`src/rtl/rr_arb_mux.sv`:
```
// rr_arb_mux: N-channel, W-bit round-robin arbitrating mux with valid/ready
// on every input and one registered output stage.
// Optional build macro RR_ARB_MUX_FIXED_PRIO_EN: removes the round-robin
// pointer so the lowest-index valid channel always wins.
module rr_arb_mux #(
  parameter int WIDTH = 8,
  parameter int NCH   = 4,
  localparam int SELW = $clog2(NCH)
) (
  input  logic                 clk,
  input  logic                 rst_n,
  input  logic [NCH*WIDTH-1:0] in_data,
  input  logic [NCH-1:0]       in_valid,
  output logic [NCH-1:0]       in_ready,
  output logic [WIDTH-1:0]     out_data,
  output logic                 out_valid,
  input  logic                 out_ready,
  output logic [SELW-1:0]      out_ch
);

  logic [WIDTH-1:0] data_q;
  logic             valid_q;
  logic [SELW-1:0]  ch_q;
  logic [SELW-1:0]  ptr_q;

  logic             free;
  logic             gnt_any;
  logic [SELW-1:0]  gnt_ch;
  logic [SELW:0]    idx;
  logic [WIDTH-1:0] gnt_data;
  logic             xfer_in;

  // Output stage can take a word when empty or when its word leaves this edge.
  assign free = !valid_q || out_ready;

  // Find the first valid channel scanning ptr, ptr+1, ... with wrap at NCH.
  // One extra index bit lets the wrap be a single subtract, so non-power-of-two
  // NCH never produces an index >= NCH.
  always_comb begin
    gnt_any = 1'b0;
    gnt_ch  = '0;
    idx     = '0;
    for (int i = 0; i < NCH; i++) begin
      idx = {1'b0, ptr_q} + (SELW+1)'(i);
      if (idx >= (SELW+1)'(NCH)) idx = idx - (SELW+1)'(NCH);
      if (!gnt_any && in_valid[idx[SELW-1:0]]) begin
        gnt_any = 1'b1;
        gnt_ch  = idx[SELW-1:0];
      end
    end
  end

  assign xfer_in  = free && gnt_any;
  assign gnt_data = in_data[int'(gnt_ch)*WIDTH +: WIDTH];

  // One-hot ready to the winner; forced low while reset is held.
  always_comb begin
    in_ready = '0;
    if (rst_n && xfer_in) in_ready[gnt_ch] = 1'b1;
  end

  // Output register: load on input transfer, drain on output transfer, else hold.
  always_ff @(posedge clk or negedge rst_n) begin
    if (!rst_n) begin
      valid_q <= 1'b0;
      data_q  <= '0;
      ch_q    <= '0;
    end else if (xfer_in) begin
      valid_q <= 1'b1;
      data_q  <= gnt_data;
      ch_q    <= gnt_ch;
    end else if (valid_q && out_ready) begin
      valid_q <= 1'b0;
    end
  end

`ifdef RR_ARB_MUX_FIXED_PRIO_EN
  assign ptr_q = '0;
`else
  logic [SELW-1:0] ptr_d;
  assign ptr_d = (gnt_ch == SELW'(NCH-1)) ? '0 : gnt_ch + SELW'(1);

  // Round-robin pointer moves just past the winner, only on an input transfer.
  always_ff @(posedge clk or negedge rst_n) begin
    if (!rst_n)       ptr_q <= '0;
    else if (xfer_in) ptr_q <= ptr_d;
  end
`endif

  assign out_data  = data_q;
  assign out_valid = valid_q;
  assign out_ch    = ch_q;

endmodule

```
`config.mk`:
```
export PLATFORM = sky130hd
export DESIGN_NAME = rr_arb_mux
export DESIGN_NICKNAME = d
export VERILOG_FILES = /design/src/rtl/rr_arb_mux.sv
export SDC_FILE = /design/constraint.sdc
export NUM_CORES = 1
export LEC_CHECK = 0
export ABC_AREA = 1
export BUFFER_PORTS_ARGS = -buffer_cell sky130_fd_sc_hd__buf_4
export CORE_MARGIN = 3
export CORE_UTILIZATION = 46
export CTS_CLUSTER_SIZE = 30
export DETAILED_ROUTE_END_ITERATION = 7
export GPL_TIMING_DRIVEN = 0
export PLACE_DENSITY = 0.78
export RECOVER_POWER = 50
export SYNTH_ARGS = -nofsm -noshare
export SYNTH_HDL_FRONTEND = slang
export SYNTH_SLANG_ARGS = --single-unit
export TNS_END_PERCENT = 10
```
`constraint.sdc`:
```
create_clock -name clk -period 2.5 [get_ports clk]
set_clock_uncertainty 0.1 [all_clocks]
set_input_delay 0.125 -clock clk [delete_from_list [all_inputs] [get_ports clk]]
set_output_delay 0.125 -clock clk [all_outputs]
set_load 0.01 [all_outputs]
```
# == Word-level counts from Yosys, hierarchy flattened ==
# Index checks and enable logic that the tools add are counted.
# word_totals
ff_bits,13
out_inout_bits,15
# classes
order_cmp,10
n_eq_ne,1
n_reduce_logical,13
mux,26
n_addsub,8
shift,1
# ops
op,n
$shiftx 32x6->8,1
$mux 2,9
$lt 2x3->1 const B,5
$mux 1,11
$ge 3x3->1 const B,3
$bmux 1 s2,4
$sub 2x1->2 const B,4
$logic_and 1x1->1,7
$add 2x2->3 const B,2
$logic_not 1->1,4
$mux 4,1
$add 2x1->3 const B,1
$ge 2x3->1 const B,1
$add 2x1->2 const B,1
$demux 1 s2,1
$eq 2x2->1 const B,1
$ge 2x1->1 const B,1
$reduce_bool 2->1,1
$logic_or 1x1->1,1

# == Logic depth before layout (Yosys ltp) ==
# Gate-level depths: netlist of run 1.
# depth
depth_word,19
ltp_mapped,14
ltp_nobuf,13

# == Worst setup path before layout of run 1 ==
# No wires, ideal clock.
# synth_path
kind,reg2reg
from,register ptr_q[0]
to,register ptr_q[1]
arrival_ns,1.690
path_buffers,2
slack_ns,0.628
period_less_slack_ns,1.872
stages_incl_launch_ff,13
path_cell_list,dfrtp_1 -> buf_6 -> nand2_1 -> nand2_1 -> nand2_1 -> nand2_1 -> nor2_4 -> nand3_2 -> nand2_4 -> nand2_2 -> buf_6 -> ha_1 -> o21ai_0
# synth_between
elab_chain_cells,16
word_cells_on_any_way,41
cone_classes,add/sub: 8; order compare: 4; eq/ne: 1; mux: 21; reduce/logical: 7
# synth_lines
item,line,text
from (decl),24,logic [SELW-1:0] ptr_q;
from (signal assigned),86,else if (xfer_in) ptr_q <= ptr_d;
branches (longest 16 deep; another with $add 2x1->3),-,
# Parallel ways; which one is timed is not known. The select of a mux whose other input is x is not followed.
# A chain may end at the register's enable or synchronous reset.

# == Worst setup path in the final report of run 1 ==
# layout_path
from,register ptr_q[0]
to,output port in_ready[2]
# layout_between
elab_chain_cells,19
word_cells_on_any_way,45
cone_classes,add/sub: 7; order compare: 6; mux: 23; reduce/logical: 9
# layout_lines
item,line,text
branches (longest 18 deep; another with $add 2x1->3),-,
$mux 4 *,59,if (rst_n && xfer_in) in_ready[gnt_ch] = 1'b1;
to (decl),14,"output logic [NCH-1:0] in_ready,"
# Mark *: on every way between the ends. The select of a mux whose other input is x is not followed.

==> results.sh, run 1 <==
export IMPL_min_path_type="in2reg"
export IMPL_top_layer_used="met4"
export IMPL_p_seq_share_pct=15.5
export IMPL_status="finished clean"
export IMPL_clock_latency_ns=0.28
export IMPL_worst_hold_slack_ns=0.0318
export IMPL_synthAdderAreaFrac_pct=1.08
export IMPL_cts_path_max_buffers=2
export IMPL_start_util_pct=50.3
export IMPL_dp_cells=263
export IMPL_grt_max_degree=15
export IMPL_die_h_microns=56.1
export IMPL_final_nets=289
export IMPL_finalWirelength_microns=3430
export IMPL_yosys_mux_area_fraction_pct=0
export IMPL_fp_dieW_microns=56.1
export IMPL_period_needed_ns=2.41
export IMPL_synth_fp_nets=222
export IMPL_netSwitchingPower_mw=1.39
export IMPL_crit_fanout=7
export IMPL_crit_path_start_kind="register"
export IMPL_final_period_utilization_pct=96.2
export IMPL_synth_seq_cells=13
export IMPL_crit_required_ns=2.28
export IMPL_power_total_mw=2.66
export IMPL_synthSimpleGateAreaFrac_pct=56.3
export IMPL_hold_viol_final=0
export IMPL_wl_met1_microns=1400
export IMPL_final_layout_size_suffix_gt1_share_pct=35.5
export IMPL_synth_cell_types=21
export IMPL_drt_first_iter_violations=38
export IMPL_seq_area_sq_um=328
export IMPL_final_common_cell="nand2_1"
export IMPL_place_hpwl_microns=2670
export IMPL_internal_power_mw=1.27
export IMPL_grt_pass1_vias=1254
export IMPL_nFillCells=206
export IMPL_h_tree_depth=1
export IMPL_cts_clk_slew_worst_paths_ns=0.08
export IMPL_cap_viol_max_count=0
export IMPL_drv_slew=0
export IMPL_grt_usage_pct=21.0
export IMPL_pwr_density_cell_nw_per_um2=1580
export IMPL_die_area_sq_um=3150
export IMPL_p_comb_share_pct=79.4
export IMPL_worst_pin_slew_ns=0.751
export IMPL_port_buffers=53
export IMPL_grt_remaining_overflow=0
export IMPL_antenna_cells=0
export IMPL_antenna_found_initial=0
export IMPL_timing_slew_headroom_pct=50.0
export IMPL_vias_per_cell=4.99
export IMPL_fmax_mhz=416
export IMPL_area_growth_pct=45.2
export IMPL_wl_per_cell_microns=12.4
export IMPL_worstSetupPathType="reg2out"
export IMPL_dr_pass1_iters=4
export IMPL_synth_top_family_by_area="simple AND/OR/NAND/NOR gates"
export IMPL_cts_tree="done"
export IMPL_ant_nets=0
export IMPL_vias=1376
export IMPL_grt_pass1_wl_microns=5360
export IMPL_io_pins=54
export IMPL_switching_share_pct=52.3
export IMPL_p_leak_nw=0.927
export IMPL_synth_compound_area_share_pct=2.81
export IMPL_wl_met3_microns=218
export IMPL_multiInputGateArea_sq_um=711
export IMPL_synth_xor_area_share_pct=0
export IMPL_rows=17
export IMPL_fin_cells=276
export IMPL_core_sq_um=2300
export IMPL_setup_viol_count_final=0
export IMPL_ys_seq_area_share_pct=28.1
export IMPL_drcViolationCount=0
export IMPL_vdd_drop_max_uv=1160
export IMPL_end_kind="output port"
export IMPL_final_cell_mix="nand2_1 (69), buf_4 (55), nand3_1 (36)"
export IMPL_gp_congestion=0.844
export IMPL_crit_arrival_ns=2.18
export IMPL_clkSinkCount=13
export IMPL_synth_cells=182
export IMPL_wl_met2_microns=1740
export IMPL_cts_buffers=3
export IMPL_avgSynthCellArea_sq_um=6.35
export IMPL_netlist_area_sq_um=1160
export IMPL_yosys_warnings=0
export IMPL_cts_root_buf="clkbuf_4"
export IMPL_clkPwrFrac_pct=5.1
## through the flow
step           util, %  setup TNS [ns]  cell area (sq um)  setup slack (ns)
5_1_grt           73.1         -0.0154               1680           -0.0154
3_3_place_gp      69.2               0               1590             0.459
2_1_floorplan        -               0               1160             0.628
6_report          73.1               0               1680            0.0943
3_5_place_dp      69.2               0               1590             0.406
4_1_cts           70.8               0               1630             0.102
## per-layer routing
metal | track usage [%] | up-vias
li1 | - | 710
met1 | 25.0 | 609
met2 | 38.2 | 48
met3 | 3.02 | 9
met4 | 7.12 | 0
met5 | 0 | -
## worst paths after layout
path	from	end	slack, ns	cells past startpoint
max	ptr_q[0]$_DFFE_PN0P_	in_ready[2]	0.09	14
min	out_ready	out_valid$_DFFE_PN0P_	0.03	4
max reg2reg	ptr_q[0]$_DFFE_PN0P_	ptr_q[1]$_DFFE_PN0P_	0.40	12
min reg2reg	out_ch[0]$_DFFE_PN0P_	out_ch[0]$_DFFE_PN0P_	0.41	1
max in group asynchronous	rst_n	ptr_q[1]$_DFFE_PN0P_	1.46	2
min in group asynchronous	rst_n	out_data[3]$_DFFE_PN0P_	0.32	2
## sequential cells by signal (all words and copies together) (netlist names)
signal and cells:
out_valid 1, ptr_q 2, out_data 8, out_ch 2
## worst max-delay path, cell delays in order, from the launching register on
cell	delay, ns
dfrtp_2	0.45
buf_6	0.14
nand2_1	0.06
nand2_1	0.09
nand2_2	0.09
nand2_2	0.07
nor2_4	0.16
nand3_2	0.10
nand2_4	0.09
nand2_2	0.08
buf_8	0.14
ha_1	0.19
inv_1	0.05
nor2_1	0.04
buf_4	0.14
## what timing repair did
action                                  4_1_cts  5_1_grt
endpoints found under the setup margin        0        2
resized for setup                             0       11
hold endpoints to repair                     13        0
setup buffers                                 0        7
hold buffers                                  1        0
## synthesized netlist by cell type
cell	instances	area share, %
o21a_1	1	0.65
nor2_4	3	2.9
nor2_2	2	1.1
nor2_1	3	0.97
ha_1	1	1.1
a21oi_1	1	0.43
dfrtp_1	13	28
nand2_4	1	0.97
nand3_1	37	16
nand3_2	1	0.87
buf_2	3	1.3
buf_6	3	2.9
inv_1	16	5.2
nand2_1	73	24
buf_4	2	1.3
nand2_2	4	2.2
nor3_2	2	1.7
inv_2	3	0.97
o21ai_1	2	0.87
nand3b_1	9	5.8
o21ai_0	2	0.87
## power groups by stage
| stage | Sequential (mW) | Combinational, mW | Clock [mW] |
|---|---|---|---|
| floorplan | 0.435 | 1.36 | 0 |
| finish | 0.412 | 2.11 | 0.135 |
| detailed placement | 0.405 | 1.94 | 0 |
| CTS | 0.404 | 1.94 | 0.130 |
| global placement | 0.403 | 1.87 | 0 |
| global route | 0.424 | 2.34 | 0.141 |
## cell type report
type                       count  share of cell area [%]
timing repair buffer          62                    26.1
sequential                    13                    19.5
tap                           28                    2.09
clock buffer                   4                    1.56
multi-input combinational    142                    42.3
buffer                         8                    4.02
inverter                      19                    4.40
## cell families (layout without fill, tap and decap cells)
kind of cell	after synthesis	after routing
flip-flops	13	13
AND/OR/NAND/NOR	135	135
adder cells (fa/ha/maj)	1	1
buffers and inverters	27	93
AO/OA/AOI/OAI	6	6
Power figures use the tool's default switching activity.
==> run 2, diff against run 1 <==
--- a/config.mk
+++ b/config.mk
@@ -12,6 +12,7 @@
 export CTS_CLUSTER_SIZE = 30
 export DETAILED_ROUTE_END_ITERATION = 7
 export GPL_TIMING_DRIVEN = 0
+export MAX_ROUTING_LAYER = met4
 export PLACE_DENSITY = 0.78
 export RECOVER_POWER = 50
 export SYNTH_ARGS = -nofsm -noshare
==> run 2 against run 1 <==
Compared with the run above: non-clock buffer count is the same; register-to-register slack is essentially flat; worst setup slack gained 0.011 ns; flip-flop and latch count is the same; final area is the same; global-route usage grew 0.58 points; clock power is essentially flat; cell count is the same; die area is the same; first-iteration DRC count grew 29%.
==> results.sh, run 2 (synthesis gave the netlist of run 1 again) <==
export IMPL_cts_root_buf="clkbuf_4"
export IMPL_grt_remaining_overflow=0
export IMPL_port_buffers=53
export IMPL_die_h_microns=56.1
export IMPL_grt_usage_pct=21.6
export IMPL_die_area_sq_um=3150
export IMPL_largest_register_ffs=8
export IMPL_finalWirelength_microns=3420
export IMPL_vias_per_cell=5.07
export IMPL_area_growth_pct=45.2
export IMPL_cts_buffers=3
export IMPL_timing_slew_headroom_pct=50.0
export IMPL_pwr_density_cell_nw_per_um2=1580
export IMPL_final_layout_size_suffix_gt1_share_pct=35.5
export IMPL_grt_max_degree=15
export IMPL_ant_nets=0
export IMPL_cts_clk_slew_worst_paths_ns=0.08
export IMPL_fmax_mhz=418
export IMPL_dr_pass1_iters=7
export IMPL_place_hpwl_microns=2670
export IMPL_antenna_cells=0
export IMPL_gp_congestion=0.857
export IMPL_cts_path_max_buffers=2
export IMPL_vias=1400
export IMPL_vdd_drop_max_uv=1170
export IMPL_fp_dieW_microns=56.1
export IMPL_p_leak_nw=0.927
export IMPL_final_period_utilization_pct=95.8
export IMPL_drv_slew=0
export IMPL_min_path_type="in2reg"
export IMPL_clock_latency_ns=0.27
export IMPL_worst_hold_slack_ns=0.0404
export IMPL_start_util_pct=50.3
export IMPL_final_nets=289
export IMPL_crit_required_ns=2.28
export IMPL_io_pins=54
export IMPL_grt_pass1_vias=1255
export IMPL_drt_first_iter_violations=49
export IMPL_clkSinkCount=13
export IMPL_cts_tree="done"
export IMPL_worst_pin_slew_ns=0.750
export IMPL_final_common_cell="nand2_1"
export IMPL_worstSetupPathType="reg2out"
export IMPL_drcViolationCount=0
export IMPL_grt_pass1_wl_microns=5350
export IMPL_core_sq_um=2300
export IMPL_period_needed_ns=2.39
export IMPL_antenna_found_initial=0
export IMPL_cap_viol_max_count=0
export IMPL_final_cell_mix="nand2_1 (69), buf_4 (55), nand3_1 (36)"
export IMPL_hold_viol_final=0
export IMPL_placed_area_sq_um=1590
export IMPL_finalInstanceArea_sq_um=1680
export IMPL_crit_path_start_kind="register"
export IMPL_rows=17
export IMPL_h_tree_depth=1
export IMPL_status="finished clean"
export IMPL_setup_viol_count_final=0
export IMPL_end_kind="output port"
export IMPL_crit_arrival_ns=2.17
export IMPL_wl_per_cell_microns=12.4
export IMPL_crit_fanout=7
==> run 2: path summary, 6_finish.rpt <==
path / endpoint / slack (ns) / depth (start not counted) / startpoint
worst max-delay path: in_ready[2] / 0.11 / 14 / ptr_q[0]$_DFFE_PN0P_
worst min-delay path: out_valid$_DFFE_PN0P_ / 0.04 / 4 / out_ready
worst max register to register: ptr_q[1]$_DFFE_PN0P_ / 0.41 / 12 / ptr_q[0]$_DFFE_PN0P_
worst min register to register: out_ch[0]$_DFFE_PN0P_ / 0.41 / 1 / out_ch[0]$_DFFE_PN0P_
max in group asynchronous: ptr_q[1]$_DFFE_PN0P_ / 1.46 / 2 / rst_n
min in group asynchronous: ptr_q[0]$_DFFE_PN0P_ / 0.33 / 2 / rst_n
==> run 2: report_power, final <==
part           total (mW)  switching (mW)  internal, mW
logic                2.11            1.24         0.871
registers           0.412          0.0785         0.333
clock network       0.132          0.0707        0.0617
total                2.65            1.39          1.27
==> run 2: layout make-up <==
cell class                 instances  area, sq um
tap                               28         35.0
clock buffer                       4         26.3
sequential                        13          328
fill                             206          618
timing repair buffer              62          438
inverter                          19         73.8
buffer                             8         67.6
multi-input combinational        142          711
==> run 2: routing by layer <==
metal / vias to the layer above / track usage [%] / wire, microns
met5: - / - / 0
met4: 0 / 7.12 / 76
met3: 11 / 3.02 / 180
met2: 50 / 38.2 / 1720
met1: 625 / 25.0 / 1440
li1: 714 / - / -
==> run 2: critical path, stage by stage (launching register included) <==
cell and delay, ns:
dfrtp_2 0.45, buf_6 0.14, nand2_1 0.06, nand2_1 0.09
nand2_2 0.09, nand2_2 0.07, nor2_4 0.16, nand3_2 0.10
nand2_4 0.09, nand2_2 0.08, buf_8 0.14, ha_1 0.19
inv_1 0.05, nor2_1 0.04, buf_4 0.14
==> run 2: repair_timing <==
item / in CTS / in global routing
hold buffers: 1 / 0
endpoints found under the hold margin: 13 / 0
endpoints found under the setup margin: 0 / 2
buffers inserted: 0 / 7
resized for setup: 0 / 11
==> run 2: metrics by stage <==
step / TNS (ns) / utilization, % / setup slack (ns) / instances / total power [mW]
after global placement: 0 / 69.2 / 0.459 / 263 / 2.27
after floorplan: 0 / - / 0.628 / 182 / 1.80
after CTS: 0 / 70.8 / 0.102 / 268 / 2.47
final: 0 / 73.1 / 0.105 / 276 / 2.65
after detailed placement: 0 / 69.2 / 0.406 / 263 / 2.34
after global routing: -0.0154 / 73.1 / -0.0154 / 276 / 2.91
==> run 3, diff against run 2 <==
--- a/config.mk
+++ b/config.mk
@@ -15,6 +15,7 @@
 export MAX_ROUTING_LAYER = met4
 export PLACE_DENSITY = 0.78
 export RECOVER_POWER = 50
+export SETUP_SLACK_MARGIN = 0.2
 export SYNTH_ARGS = -nofsm -noshare
 export SYNTH_HDL_FRONTEND = slang
 export SYNTH_SLANG_ARGS = --single-unit
==> run 3 against run 2 <==
Compared with the run above: total power increased by 9.7%; worst setup slack improved by 0.081 ns; clock power barely moved; sequential power rose by 2%; utilization increased by 4.0 points; largest power group unchanged.
==> results.sh, run 3 (synthesis gave the netlist of run 1 again) <==
export IMPL_status="finished clean"
export IMPL_p_leak_nw=0.953
export IMPL_vias=1434
export IMPL_rsz0062_at_grt="true"
export IMPL_die_h_microns=56.1
export IMPL_antenna_found_initial=0
export IMPL_crit_required_ns=2.28
export IMPL_crit_top_cell="inv_2"
export IMPL_r2r_cells=13
export IMPL_worst_pin_slew_ns=0.785
export IMPL_largest_register_ffs=8
export IMPL_period_needed_ns=2.31
export IMPL_crit_cells=13
export IMPL_clkSinkCount=13
export IMPL_worstSetupPathType="reg2out"
export IMPL_setup_tns_ns=0
export IMPL_cts_root_buf="clkbuf_4"
export IMPL_clkPwrFrac_pct=4.5
export IMPL_final_period_utilization_pct=92.6
export IMPL_grt_max_degree=15
export IMPL_pwr_density_cell_nw_per_um2=1640
export IMPL_fp_dieW_microns=56.1
export IMPL_ant_nets=0
export IMPL_h_tree_depth=1
export IMPL_cp_startpoint="ptr_q[0]$_DFFE_PN0P_"
export IMPL_start_util_pct=50.3
export IMPL_clock_latency_ns=0.27
export IMPL_end_kind="output port"
export IMPL_cp_top_family="simple AND/OR/NAND/NOR gates"
export IMPL_cts_buffers=3
export IMPL_grt_remaining_overflow=0
export IMPL_power_total_mw=2.91
export IMPL_switching_share_pct=53.1
export IMPL_grt_usage_pct=22.2
export IMPL_cts_clk_slew_worst_paths_ns=0.08
export IMPL_vdd_drop_max_uv=1190
export IMPL_grt_pass1_wl_microns=5460
export IMPL_drt_first_iter_violations=40
export IMPL_grt_pass1_vias=1268
export IMPL_hold_viol_final=0
export IMPL_port_buffers=53
export IMPL_worst_hold_slack_ns=0.0520
export IMPL_final_layout_size_suffix_gt1_share_pct=42.2
export IMPL_min_path_type="in2reg"
export IMPL_final_common_cell="nand2_1"
export IMPL_netSwitchingPower_mw=1.54
export IMPL_final_cell_mix="nand2_1 (61), buf_4 (55), nand3_1 (34)"
export IMPL_drv_slew=0
export IMPL_r2r_setup_slack_ns=0.48
export IMPL_finalWirelength_microns=3780
export IMPL_antenna_cells=0
export IMPL_die_area_sq_um=3150
export IMPL_internal_power_mw=1.37
export IMPL_cap_viol_max_count=0
export IMPL_crit_path_cell_trace="buf_6 -> nand2_1 -> nand3_1 -> nand2_2 -> inv_2 -> nand2_1 -> nor2_2 -> nor2_4 -> inv_2 -> ha_4 -> inv_2 -> nor2_2 -> buf_4"
export IMPL_core_sq_um=2300
export IMPL_final_nets=292
export IMPL_reg2reg_to="out_data[3]$_DFFE_PN0P_"
export IMPL_gp_congestion=0.857
export IMPL_place_hpwl_microns=2670
export IMPL_p_seq_share_pct=14.4
export IMPL_io_pins=54
export IMPL_rows=17
export IMPL_p_comb_share_pct=81.1
export IMPL_area_growth_pct=53.2
export IMPL_path_buf_inv=5
export IMPL_crit_fanout=5
export IMPL_drcViolationCount=0
export IMPL_regToRegStartpoint="ptr_q[0]$_DFFE_PN0P_"
export IMPL_dr_pass1_iters=4
export IMPL_fmax_mhz=432
export IMPL_crit_end="in_ready[2]"
export IMPL_cts_path_max_buffers=2
export IMPL_utilization_pct=77.1
export IMPL_timing_slew_headroom_pct=47.7
export IMPL_critPathMaxStageDelay_ns=0.47
export IMPL_cts_tree="done"
export IMPL_vias_per_cell=5.14
export IMPL_cp_slowest_cell="dfrtp_2"
export IMPL_nFillCells=179
export IMPL_wl_per_cell_microns=13.6
export IMPL_crit_path_start_kind="register"
export IMPL_crit_arrival_ns=2.09
export IMPL_setup_viol_count_final=0
run 3: cell count changes in the layout (fill, tap and decap cells not counted), moves of 2 or more:
cell / before / now
nand2_4: 1 / 5
inv_1: 15 / 13
nand2_2: 8 / 12
nand3_1: 36 / 34
nand3_2: 2 / 4
inv_2: 3 / 5
nand2_1: 69 / 61
run 3: worst min-delay path by stage:
stage / end / cells after the start / start
final: out_valid$_DFFE_PN0P_ / 4 / out_ready
after global placement: out_ch[0]$_DFFE_PN0P_ / 1 / rst_n
after CTS: out_valid$_DFFE_PN0P_ / 4 / out_ready
after detailed placement: ptr_q[0]$_DFFE_PN0P_ / 1 / rst_n
after global routing: out_valid$_DFFE_PN0P_ / 4 / out_ready
after floorplan: out_ch[0]$_DFFE_PN0P_ / 0 / rst_n
run 3: power groups by stage:
stage | Sequential, mW | Clock [mW] | Combinational (mW)
6_report | 0.419 | 0.131 | 2.36
5_1_grt | 0.431 | 0.141 | 2.59
4_1_cts | 0.405 | 0.130 | 2.06
3_5_place_dp | 0.405 | 0 | 1.94
3_3_place_gp | 0.403 | 0 | 1.87
2_1_floorplan | 0.435 | 0 | 1.36
run 3: timing repair:
action	4_1_cts	5_1_grt
cloned	0	3
gates resized for setup	7	25
endpoints found under the hold margin	13	0
pin swaps	6	16
setup endpoints to repair	1	4
hold buffers	1	0
setup buffers	4	4
run 3: final cells by class:
type / instances / area [sq um] / share of cell area (%)
inverter: 19 / 73.8 / 4.17
clock buffer: 4 / 26.3 / 1.48
multi-input combinational: 142 / 779 / 44.0
timing repair buffer: 64 / 450 / 25.4
buffer: 8 / 71.3 / 4.03
sequential: 13 / 328 / 18.5
timing repair inverter: 1 / 7.51 / 0.424
tap: 28 / 35.0 / 1.98
run 3: worst reg2reg max path: stages, from the launching register on:
cell	delay (ns)
dfrtp_2	0.47
buf_6	0.16
nand2_1	0.07
nand2_2	0.07
nand2_1	0.09
nand2_1	0.10
nor2_1	0.14
nor2_2	0.06
nand2_4	0.08
buf_4	0.14
buf_4	0.17
nand3b_1	0.10
nand3_1	0.09
nand3_1	0.08
run 3: per-layer routing:
layer / global-route usage (%) / routed length, microns / vias to the layer above
li1: - / - / 718
met1: 27.2 / 1520 / 657
met2: 38.2 / 1980 / 55
met3: 1.86 / 252 / 4
met4: 7.12 / 26 / 0
met5: - / 0 / -
run 3: metrics by stage:
step | cell area, sq um | setup WS [ns] | instances
final | 1770 | 0.186 | 279
after global routing | 1770 | 0.0597 | 279
after CTS | 1670 | 0.197 | 272
after detailed placement | 1590 | 0.406 | 263
after global placement | 1590 | 0.459 | 263
after floorplan | 1160 | 0.628 | 182
